$ cat config.mk
export PLATFORM = sky130hd
export DESIGN_NAME = mult_div_unit
export DESIGN_NICKNAME = d
export VERILOG_FILES = /design/src/rtl/mult_div_unit.sv
export SDC_FILE = /design/constraint.sdc
export NUM_CORES = 1
export LEC_CHECK = 0
export CAP_MARGIN = 20
export CORE_MARGIN = 10
export CORE_UTILIZATION = 30
export CTS_BUF_LIST = sky130_fd_sc_hd__clkbuf_4
export DETAILED_ROUTE_END_ITERATION = 7
export SYNTH_ARGS = -nofsm -noshare
export SYNTH_HDL_FRONTEND = slang
export SYNTH_SLANG_ARGS = --single-unit
$ cat constraint.sdc
create_clock -name clk -period 14.3 [get_ports clk]
set_clock_uncertainty 0.2 [all_clocks]
set_input_delay 2.145 -clock clk [delete_from_list [all_inputs] [get_ports clk]]
set_output_delay 2.145 -clock clk [all_outputs]
set_load 0.01 [all_outputs]
$ cat src/rtl/mult_div_unit.sv
// Iterative radix-2 multiply/divide unit (MULT, MULTU, DIV, DIVU) holding results in HI/LO.
// One N-bit add or trial subtract per cycle on a shared carry-lookahead adder; fixed N+2 cycle latency.

module carry_look_ahead #(
    parameter int N = 32
) (
    input  logic [N-1:0] i_a,
    input  logic [N-1:0] i_b,
    input  logic         i_cin,
    output logic [N-1:0] o_sum,
    output logic         o_cout
);
    logic [N-1:0] w_g;
    logic [N-1:0] w_p;
    logic [N:0]   w_c;

    assign w_g = i_a & i_b;
    assign w_p = i_a ^ i_b;

    always_comb begin
        w_c[0] = i_cin;
        for (int i = 0; i < N; i++) begin
            w_c[i+1] = w_g[i] | (w_p[i] & w_c[i]);
        end
    end

    assign o_sum  = w_p ^ w_c[N-1:0];
    assign o_cout = w_c[N];
endmodule

module mult_div_unit #(
    parameter int N = 32
) (
    input  logic         clk,
    input  logic         reset,
    input  logic         start,
    input  logic [1:0]   op,
    input  logic [N-1:0] A,
    input  logic [N-1:0] B,
    input  logic         hi_wr,
    input  logic         lo_wr,
    input  logic [N-1:0] wdata,
    output logic         busy,
    output logic         done,
    output logic [N-1:0] hi,
    output logic [N-1:0] lo,
    output logic         div_by_zero
);
    localparam int CW = $clog2(N + 1);

    typedef enum logic [1:0] {S_IDLE, S_PREP, S_RUN, S_FIX} state_t;

    state_t         r_state;
    state_t         w_next;
    logic [1:0]     r_op;
    logic [N-1:0]   r_a;
    logic [N-1:0]   r_b;
    logic [N-1:0]   r_acc_hi;
    logic [N-1:0]   r_acc_lo;
    logic [N-1:0]   r_opnd;
    logic           r_sign_q;
    logic           r_sign_r;
    logic [CW-1:0]  r_count;
    logic [N-1:0]   r_hi;
    logic [N-1:0]   r_lo;
    logic           r_done;
    logic           r_dbz;

    logic           w_is_div;
    logic           w_signed;
    logic [N-1:0]   w_a_abs;
    logic [N-1:0]   w_b_abs;
    logic [N-1:0]   w_add_a;
    logic [N-1:0]   w_add_b;
    logic [N-1:0]   w_sum;
    logic           w_cout;
    logic           w_sub_ok;
    logic [2*N-1:0] w_prod;
    logic [2*N-1:0] w_prod_fix;
    logic [N-1:0]   w_quo;
    logic [N-1:0]   w_rem;
    logic           w_dbz;

    assign w_is_div = r_op[1];
    assign w_signed = ~r_op[0];
    assign w_a_abs  = (w_signed && r_a[N-1]) ? -r_a : r_a;
    assign w_b_abs  = (w_signed && r_b[N-1]) ? -r_b : r_b;

    // Divide shifts the partial remainder left by one before the trial subtract; its
    // dropped MSB means the shifted value already exceeds the divisor.
    assign w_add_a  = w_is_div ? {r_acc_hi[N-2:0], r_acc_lo[N-1]} : r_acc_hi;
    assign w_add_b  = w_is_div ? ~r_opnd : r_opnd;
    assign w_sub_ok = r_acc_hi[N-1] | w_cout;

    carry_look_ahead #(.N(N)) u_cla (
        .i_a    (w_add_a),
        .i_b    (w_add_b),
        .i_cin  (w_is_div),
        .o_sum  (w_sum),
        .o_cout (w_cout)
    );

    assign w_prod     = {r_acc_hi, r_acc_lo};
    assign w_prod_fix = r_sign_q ? -w_prod : w_prod;
    assign w_quo      = r_sign_q ? -r_acc_lo : r_acc_lo;
    assign w_rem      = r_sign_r ? -r_acc_hi : r_acc_hi;
    assign w_dbz      = w_is_div && (r_b == '0);

    // NOTE: every state element uses non-blocking assignment so all registers update
    // from the same pre-edge values; comb logic below uses blocking with defaults.
    always_ff @(posedge clk or posedge reset) begin
        if (reset) r_state <= S_IDLE;
        else       r_state <= w_next;
    end

    always_comb begin
        w_next = r_state;
        case (r_state)
            S_IDLE: if (start) w_next = S_PREP;
            S_PREP: w_next = S_RUN;
            S_RUN:  if (r_count == CW'(1)) w_next = S_FIX;
            S_FIX:  w_next = S_IDLE;
            default: w_next = S_IDLE;
        endcase
    end

    always_comb begin
        busy = (r_state != S_IDLE);
    end

    always_ff @(posedge clk or posedge reset) begin
        if (reset) begin
            r_op     <= '0;
            r_a      <= '0;
            r_b      <= '0;
            r_acc_hi <= '0;
            r_acc_lo <= '0;
            r_opnd   <= '0;
            r_sign_q <= 1'b0;
            r_sign_r <= 1'b0;
            r_count  <= '0;
        end else begin
            case (r_state)
                S_IDLE: if (start) begin
                    r_op <= op;
                    r_a  <= A;
                    r_b  <= B;
                end
                S_PREP: begin
                    r_acc_hi <= '0;
                    r_acc_lo <= w_is_div ? w_a_abs : w_b_abs;
                    r_opnd   <= w_is_div ? w_b_abs : w_a_abs;
                    r_sign_q <= w_signed & (r_a[N-1] ^ r_b[N-1]);
                    r_sign_r <= w_signed & r_a[N-1];
                    r_count  <= CW'(N);
                end
                S_RUN: begin
                    r_count <= r_count - CW'(1);
                    if (w_is_div) begin
                        r_acc_hi <= w_sub_ok ? w_sum : w_add_a;
                        r_acc_lo <= {r_acc_lo[N-2:0], w_sub_ok};
                    end else if (r_acc_lo[0]) begin
                        {r_acc_hi, r_acc_lo} <= {w_cout, w_sum, r_acc_lo[N-1:1]};
                    end else begin
                        {r_acc_hi, r_acc_lo} <= {1'b0, r_acc_hi, r_acc_lo[N-1:1]};
                    end
                end
                default: ;
            endcase
        end
    end

    // Architectural HI/LO: MTHI/MTLO only in IDLE, results only at FIX.
    always_ff @(posedge clk or posedge reset) begin
        if (reset) begin
            r_hi   <= '0;
            r_lo   <= '0;
            r_done <= 1'b0;
            r_dbz  <= 1'b0;
        end else begin
            r_done <= (r_state == S_FIX);
            if (r_state == S_FIX) begin
                if (!w_is_div) begin
                    {r_hi, r_lo} <= w_prod_fix;
                end else if (w_dbz) begin
                    r_lo  <= '1;
                    r_hi  <= r_a;
                    r_dbz <= 1'b1;
                end else begin
                    r_lo <= w_quo;
                    r_hi <= w_rem;
                end
            end else if (r_state == S_IDLE) begin
                if (hi_wr) r_hi  <= wdata;
                if (lo_wr) r_lo  <= wdata;
                if (start) r_dbz <= 1'b0;
            end
        end
    end

    assign done        = r_done;
    assign hi          = r_hi;
    assign lo          = r_lo;
    assign div_by_zero = r_dbz;
endmodule

[Word level (Yosys, flattened, before mapping)]
Cells that the tools add are included.
Operators by class
  $add $sub $neg: 6
  equality and inequality tests: 8
  multiplexer cells: 35
  bitwise gates (word level): 73
  reductions and logical operators: 16
Operator list (number)
  $mux W32: 23
  $neg A32 Y32: 4
  $pmux W32 S2: 2
  $mux W64: 1
  $neg A64 Y64: 1
  $xor A32 B32 Y32: 2
  $and A1 B1 Y1: 34
  $or A1 B1 Y1: 33
  $and A32 B32 Y32: 1
  $logic_not A32 Y1: 1
  $not A32 Y32: 1
  $pmux W6 S2: 1
  $reduce_bool A2 Y1: 6
  $ne A2 B2 Y1 const B: 4
  $pmux W2 S4: 1
  $reduce_and A2 Y1: 4
  $eq A6 B1 Y1 const B: 1
  $sub A6 B1 Y6 const B: 1
  $mux W1: 5
  $eq A2 B2 Y1 const B: 2
  $mux W2: 2
  $reduce_and A4 Y1: 1
  $logic_and A1 B1 Y1: 3
  $eq A2 B1 Y1 const B: 1
  3 further kinds: 3
Storage, ports and cells
  flip-flop bits (word level): 238
  bits of input ports: 103
  output and inout port bits: 67
  word-level logic and storage cells: 152

[Depth between registers and ports, before layout]
Gate-level depths: netlist (run 1).
  depth after elaboration: 71
  depth in mapped cells: 44
  depth with buffers taken out: 39

[Hierarchy]
Synthesis (run 1) repeated with hierarchy kept, for this count alone.
Second synthesis, totals
  cell total of the unflattened synthesis: 1842
  area total of the unflattened synthesis: 16869.9 um^2
By module, submodules not included
  mult_div_unit: instances 1, cells an instance 1800, area each 16191.8 um^2, seq. area each 5955.7 um^2
  carry_look_ahead: instances 1, cells an instance 42, area each 678.2 um^2, seq. area each 0.0 um^2

[Least setup slack after synthesis (run 1)]
Ideal clock, no wire load.
  path type: register to register
  from: register r_op[1]
  to: register r_acc_hi[1]
  library setup time: 141 ps
  arrival time: 13944 ps
  required time: 13959 ps
  path slack: 15 ps
  stages on the path, launching flop included: 44
  path buffers: 5
  period minus slack after synthesis: 14285 ps
  cell sequence: dfrtp_1 buf_1 clkbuf_1 clkbuf_1 mux2i_1 fa_1 fa_1 fa_1 inv_1 fa_1 fa_1 fa_1 fa_1 fa_1 fa_1 fa_1 fa_1 fa_1 [... 8 more ...] fa_1 fa_1 fa_1 fa_1 fa_1 fa_1 fa_1 fa_1 fa_1 fa_1 fa_1 or2_2 clkbuf_1 clkbuf_1 nor2_1 a21oi_1 a21oi_1 o22ai_1
Between the ends
  longest elaborated chain between the ends: 70
  elaborated cells on any way between the ends: 74
  classes of those cells: 6 x mux; 68 x bitwise
Ends and longest elaborated chain
  start: declaration: RTL line 55  | logic [1:0] r_op;
  start signal: assignment: RTL line 145  | r_op <= op;
  $mux W32 (on tied branches): RTL line 91, 92
  $xor A32 B32 Y32: RTL line 18  | assign w_p = i_a ^ i_b;
  $and A1 B1 Y1: RTL line 23  | w_c[i+1] = w_g[i] | (w_p[i] & w_c[i]);
  $or A1 B1 Y1: RTL line 23
  $and A1 B1 Y1: RTL line 23
  $or A1 B1 Y1: RTL line 23
  $and A1 B1 Y1: RTL line 23
  $or A1 B1 Y1: RTL line 23
  [... 54 more ...]
  $and A1 B1 Y1: RTL line 23
  $or A1 B1 Y1: RTL line 23
  $and A1 B1 Y1: RTL line 23
  $or A1 B1 Y1: RTL line 23
  $or A1 B1 Y1: RTL line 93  | assign w_sub_ok = r_acc_hi[N-1] | w_cout;
  $mux W32: RTL line 160  | r_acc_hi <= w_sub_ok ? w_sum : w_add_a;
  $mux W32 (*): RTL line 159  | if (w_is_div) begin
  $pmux W32 S2 (*): RTL line 143  | case (r_state)
  end signal: assignment: RTL line 160
  end signal: assignment: RTL line 163  | {r_acc_hi, r_acc_lo} <= {w_cout, w_sum, r_acc_lo[N-1:1]};
  end signal: assignment: RTL line 165  | {r_acc_hi, r_acc_lo} <= {1'b0, r_acc_hi, r_acc_lo[N-1:1]};
  end: declaration: RTL line 58  | logic [N-1:0] r_acc_hi;
Every way passes the cells marked *; elsewhere a longest branch is shown, timed or not.
A chain may end at the register's enable or synchronous reset.

[Worst setup path in the final report (run 1)]
  from: register r_op[1]
  to: register r_acc_hi[3]
Same word-level chain as after synthesis.

==> reports/metrics.cfg, run 1 <==
[status]
status = finished, final reports clean

[job]
drv_cap = 0

[placed_design]
place_inst = 2662
dp_hpwl_um = 50600
gp_congestion = 0.936
numPortBuffers = 169
pre_cts_ws_ns = 0.396

[synth]
yosysMostFrequentCell = dfrtp_1
synthCells = 1912
ys_warn_count = 0
ys_seq_area_share_pct = 36.0
synth_top_area_cell = dfrtp_1
ys_types = 74
ys_async_sr_fraction_pct = 100
synth_edf_count = 0
syn_area_per_cell_um2 = 8.66
synth-seq-cells = 238
synth_fp_nets = 2057
synth_top_area_share_pct = 36.0
synthTopCellsByCount = dfrtp_1 (238), nand2_1 (226), o21ai_0 (220)
netlist_area_um2 = 16600
synthFlopType = dfrtp_1
netlist_top_cells_area = dfrtp_1 (36%), xnor2_1 (6.8%), o21ai_0 (6.6%)

[final_layout]
drive_gt1_share_pct = 12.2
area_growth_pct = 19.3
final_util_pct = 36.0
fin_cells = 2789
final_nets = 2181

[clock_tree]
clk_latency_ns = 0.80
clockBufferDepth = 3
htreeDepth = 3
clock-sinks = 238
clk_pin_slew_ns = 0.06
cts_inserted_buffers = 69
clockRootBuffer = clkbuf_4
hold_buffers = 0
cts_tree = built

[die]
dieArea_um2 = 65000
fp.dieH_um = 255
ios = 170
rows = 86
start_util_pct = 30.2
core_area_um2 = 54900
die_w_um = 255

[sta]
setup_violations = 0
worst_pin_slew_ns = 1.09
whs_ns = 0.277
fin_crit_sh_pct = 97.1
fin_ws_ns = 0.414
hold_violations = 0
slew_violations = 0
relSlewSlack_pct = 26.5
period_needed_ns = 13.89
fmax_mhz = 72.0

[setup_path]
cp_top_family = adder cells
critical_path_class = register to register
path_buf_inv = 3
cp.arrival_ns = 14.31
slowest_stage = dfrtp_4
cp_data_required_time_ns = 14.73
path_max_fanout = 62
slowest_delay_ns = 0.49
start_kind = register
cp-end-kind = register
cp_common_cell = fa_1

[pwr]
power_density_nw_per_um2 = 284
ir_drop_mv = 0.128
total_power_mw = 5.61
p_leak_nw = 7.75

[route]
dr.pass1.iters = 5
dr_wl_met2_um = 29300
wl_met1_um = 29700
route.met3.wl_um = 7270
antenna_left = 0
viasPerCell = 5.65
via_count = 15800
wl_um = 67900
drt_iter0_markers = 1580
top_layer = met4
route.detailed.drc = 0
wl_per_cell_um = 24.3

[global_route]
grt_pass1_wl_um = 100000
grt_pass1_vias = 15400
antenna_found_initial = 3
grt_overflow_total = 0
track_usage_pct = 20.4
grt_start_max_net_pins = 139

[hold_path]
hp-class = register to register

## tightest hold or removal path, cell delays in order, from the launching register on
cell and delay [ns]:
dfrtp_1 0.34, nand2_1 0.05, o21ai_0 0.06
## final cells by class
class | instances | area (um2)
fillers | 5697 | 35100
multi-input cells | 1452 | 9790
flip-flops and latches | 238 | 5960
repair buffers | 207 | 2000
well taps | 704 | 881
clock buffers | 98 | 736
inverters | 68 | 263
clock inverters | 18 | 121
diodes | 4 | 10.0
## metrics by stage
stage | setup TNS [ns] | area, um2
floorplan | 0 | 16600
global placement | 0 | 18800
detailed placement | 0 | 18800
CTS | 0 | 19700
global route | -0.0183 | 19800
finish | 0 | 19800
## state kept, by name, summed over array words and instances, names as in the netlist
signal / count
r_sign_r: 1
r_count: 6
r_sign_q: 1
r_acc_lo: 32
r_b: 32
r_a: 32
r_opnd: 32
r_state: 2
lo: 32
div_by_zero: 1
hi: 32
r_op: 2
r_acc_hi: 32
done: 1
## placed cells by master, fill, tap and decap left out, types with 25 or more instances in the layout
master / instances
o211ai_1: 36
fa_1: 31
xnor2_1: 128
nor3_1: 29
a21oi_1: 91
o22ai_1: 67
o21ai_0: 220
xor2_1: 53
clkdlybuf4s50_1: 169
nand2b_1: 25
nor2_1: 119
nor4_1: 27
nand2_1: 225
clkbuf_4: 98
dfrtp_1: 236
buf_4: 34
o31ai_1: 31
inv_1: 66
mux2_2: 83
## final timing paths
check / from / endpoint / slack [ns] / cells after the start
worst max register to register: r_op[1] / r_acc_hi[3] / 0.41 / 40
worst min register to register: lo[18] / lo[18] / 0.28 / 2
worst max-delay path: r_op[1] / r_acc_hi[3] / 0.41 / 40
max in group asynchronous: reset / r_op[1] / 10.55 / 3
min in group asynchronous: reset / r_count[3] / 1.75 / 2
worst min-delay path: lo[18] / lo[18] / 0.28 / 2
## power breakdown
group | switching (mW) | total, mW | internal (mW) | leakage [nW]
Combinational | 2.04 | 3.42 | 1.38 | 4.32
Clock | 0.317 | 0.666 | 0.349 | 0.509
Sequential | 0.530 | 1.53 | 0.998 | 2.91
## layer usage
| layer | track usage (%) | vias up |
|---|---|---|
| met4 | 5.63 | 0 |
| met3 | 5.75 | 88 |
| met1 | 28.4 | 7739 |
| met2 | 30.2 | 788 |
| li1 | - | 7152 |
| met5 | 0 | - |
## cell families after synthesis
family,synth area share [%]
AND/OR/NAND/NOR,14.8
XOR/XNOR,9.57
flip-flops,36.0
adder cells (fa/ha/maj),4.58
buffers and inverters,5.11
AO/OA/AOI/OAI,22.2
multiplexers,7.79
## timing repair
action | in CTS | in global routing
buffers inserted | 0 | 6
endpoints found under the setup margin | 0 | 30
resized for setup | 0 | 1
Note: power is estimated with default switching activity, not from simulation.
==> run 2, diff against run 1 <==
- ABC_CLOCK_PERIOD_IN_PS: not set -> 14300
- CAP_MARGIN: 20 -> not set
- DONT_BUFFER_PORTS: not set -> 1
==> reports/metrics.cfg, run 2 (same netlist as run 1, synthesis figures left out) <==
[status]
status = finished, final reports clean  ; unchanged

[route]
wl_per_cell_um = 25.3  ; was 24.3 um
viasPerCell = 5.89  ; was 5.65
via_count = 15400  ; was 15800
antenna_left = 0  ; unchanged
drt_iter0_markers = 2240  ; was 1580
wl_um = 66000  ; was 67900 um
dr.pass1.iters = 6  ; was 5
route.detailed.drc = 0  ; unchanged

[pwr]
p_leak_nw = 7.09  ; was 7.75 nW
power_density_nw_per_um2 = 299  ; was 284 nW/um2
ir_drop_mv = 0.114  ; was 0.128 mV

[final_layout]
n_fill_cell = 5738  ; was 5697
final_nets = 2012  ; was 2181
mostFrequentLayoutCell = dfrtp_1  ; unchanged
fin_cells = 2615  ; was 2789
area_growth_pct = 9.15  ; was 19.3%
finalInstanceArea_um2 = 18100  ; was 19800 um2
final_cell_mix = dfrtp_1 (236), nand2_1 (225), o21ai_0 (220)  ; unchanged
drive_gt1_share_pct = 13.4  ; was 12.2%

[clock_tree]
htreeDepth = 3  ; unchanged
clockBufferDepth = 3  ; unchanged
cts_tree = built  ; unchanged
clock-sinks = 238  ; unchanged
clk_latency_ns = 0.79  ; was 0.80 ns
clockRootBuffer = clkbuf_4  ; unchanged
cts_inserted_buffers = 70  ; was 69
hold_buffers = 0  ; unchanged
clk_pin_slew_ns = 0.08  ; was 0.06 ns

[sta]
whs_ns = 0.285  ; was 0.277 ns
relSlewSlack_pct = 16.0  ; was 26.5%
hold_violations = 0  ; unchanged
fmax_mhz = 72.2  ; was 72.0 MHz
worst_pin_slew_ns = 1.25  ; was 1.09 ns
slew_violations = 0  ; unchanged
fin_crit_sh_pct = 96.8  ; was 97.1%
setup_violations = 0  ; unchanged
fin_ws_ns = 0.456  ; was 0.414 ns
period_needed_ns = 13.84  ; was 13.89 ns

[global_route]
grt_overflow_total = 0  ; unchanged
track_usage_pct = 19.8  ; was 20.4%
antenna_found_initial = 3  ; unchanged
grt_pass1_vias = 14700  ; was 15400
grt_start_max_net_pins = 138  ; was 139
grt_pass1_wl_um = 97200  ; was 100000 um

[die]
fp.dieH_um = 255  ; unchanged
rows = 86  ; unchanged
dieArea_um2 = 65000  ; unchanged
ios = 170  ; unchanged
core_area_um2 = 54900  ; unchanged
die_w_um = 255  ; unchanged
start_util_pct = 30.2  ; unchanged

[setup_path]
cp.arrival_ns = 14.28  ; was 14.31 ns
path_buf_inv = 2  ; was 3
cp_common_cell = fa_1  ; unchanged
start_kind = register  ; unchanged
worstRegToRegCells = 36  ; was 40
cp_top_family = adder cells  ; unchanged
cp_num_cells = 36  ; was 40
path_max_fanout = 68  ; was 62
critical_path_class = register to register  ; unchanged
slowest_delay_ns = 0.62  ; was 0.49 ns
slowest_stage = buf_4  ; was dfrtp_4
cp-end-kind = register  ; unchanged
cp_data_required_time_ns = 14.73  ; about the same

[placed_design]
postPlaceCellArea_um2 = 17200  ; was 18800 um2
dp_hpwl_um = 49500  ; was 50600 um
gp_congestion = 0.938  ; was 0.936
numPortBuffers = 0  ; was 169
pre_cts_ws_ns = 0.538  ; was 0.396 ns
place_inst = 2493  ; was 2662

[hold_path]
hp-class = register to register  ; unchanged
worstHoldPathCells = 1  ; was 2

[job]
drv_cap = 0  ; unchanged

-- run 2: timing repair --
item                                   CTS  global route
setup endpoints to repair                0            28
buffers inserted                         0             6
endpoints found under the hold margin    0             0
gates resized for setup                  0             3
-- run 2: path summary, 6_finish.rpt --
check | startpoint | endpoint | slack, ns
worst max register to register | r_op[1] | r_acc_hi[0] | 0.46
worst max-delay path | r_op[1] | r_acc_hi[0] | 0.46
worst min-delay path | r_count[5] | r_count[5] | 0.29
worst min register to register | r_count[5] | r_count[5] | 0.29
min in group asynchronous | reset | r_count[0] | 1.23
max in group asynchronous | reset | r_acc_lo[13] | 11.20
-- run 2: through the flow --
step                      utilization, %   TNS, ns  power [mW]
final                               32.9         0        5.41
after global routing                32.9  -0.00829        5.78
after CTS                           32.8         0        5.33
after detailed placement            31.3         0        4.65
after global placement              31.3         0        4.62
after floorplan                        -         0        3.60
-- run 2: where the power goes --
part	leakage, nW	internal (mW)	switching, mW
Sequential	2.91	0.998	0.620
Combinational	3.67	1.21	1.91
Clock	0.506	0.347	0.321
Total	7.09	2.56	2.85
-- run 2: worst register-to-register path: cells and delay by family (launching register included) --
family | cells | cell delay, ns
AO/OA/AOI/OAI | 2 | 0.24
XOR/XNOR | 2 | 0.27
adder cells (fa/ha/maj) | 28 | 11.13
buffers and inverters | 2 | 0.83
flip-flops | 1 | 0.55
AND/OR/NAND/NOR | 2 | 0.45
-- run 2: final cells by class --
cell class                 count  area, um2  area share (%)
sequential                   238       5960            33.0
clock inverter                23        175           0.969
tap                          704        881            4.87
timing repair buffer          37        303            1.67
multi-input combinational   1452       9810            54.3
clock buffer                  90        676            3.74
inverter                      68        263            1.45
antenna                        3       7.51          0.0415
-- run 2: layer usage --
metal / vias up / share of wire (%) / global-route usage (%)
met1: 7564 / 42 / 27.9
met5: - / 0 / 0
met2: 915 / 42 / 28.5
met4: 0 / 2.6 / 5.63
li1: 6817 / - / -
met3: 115 / 13 / 6.05
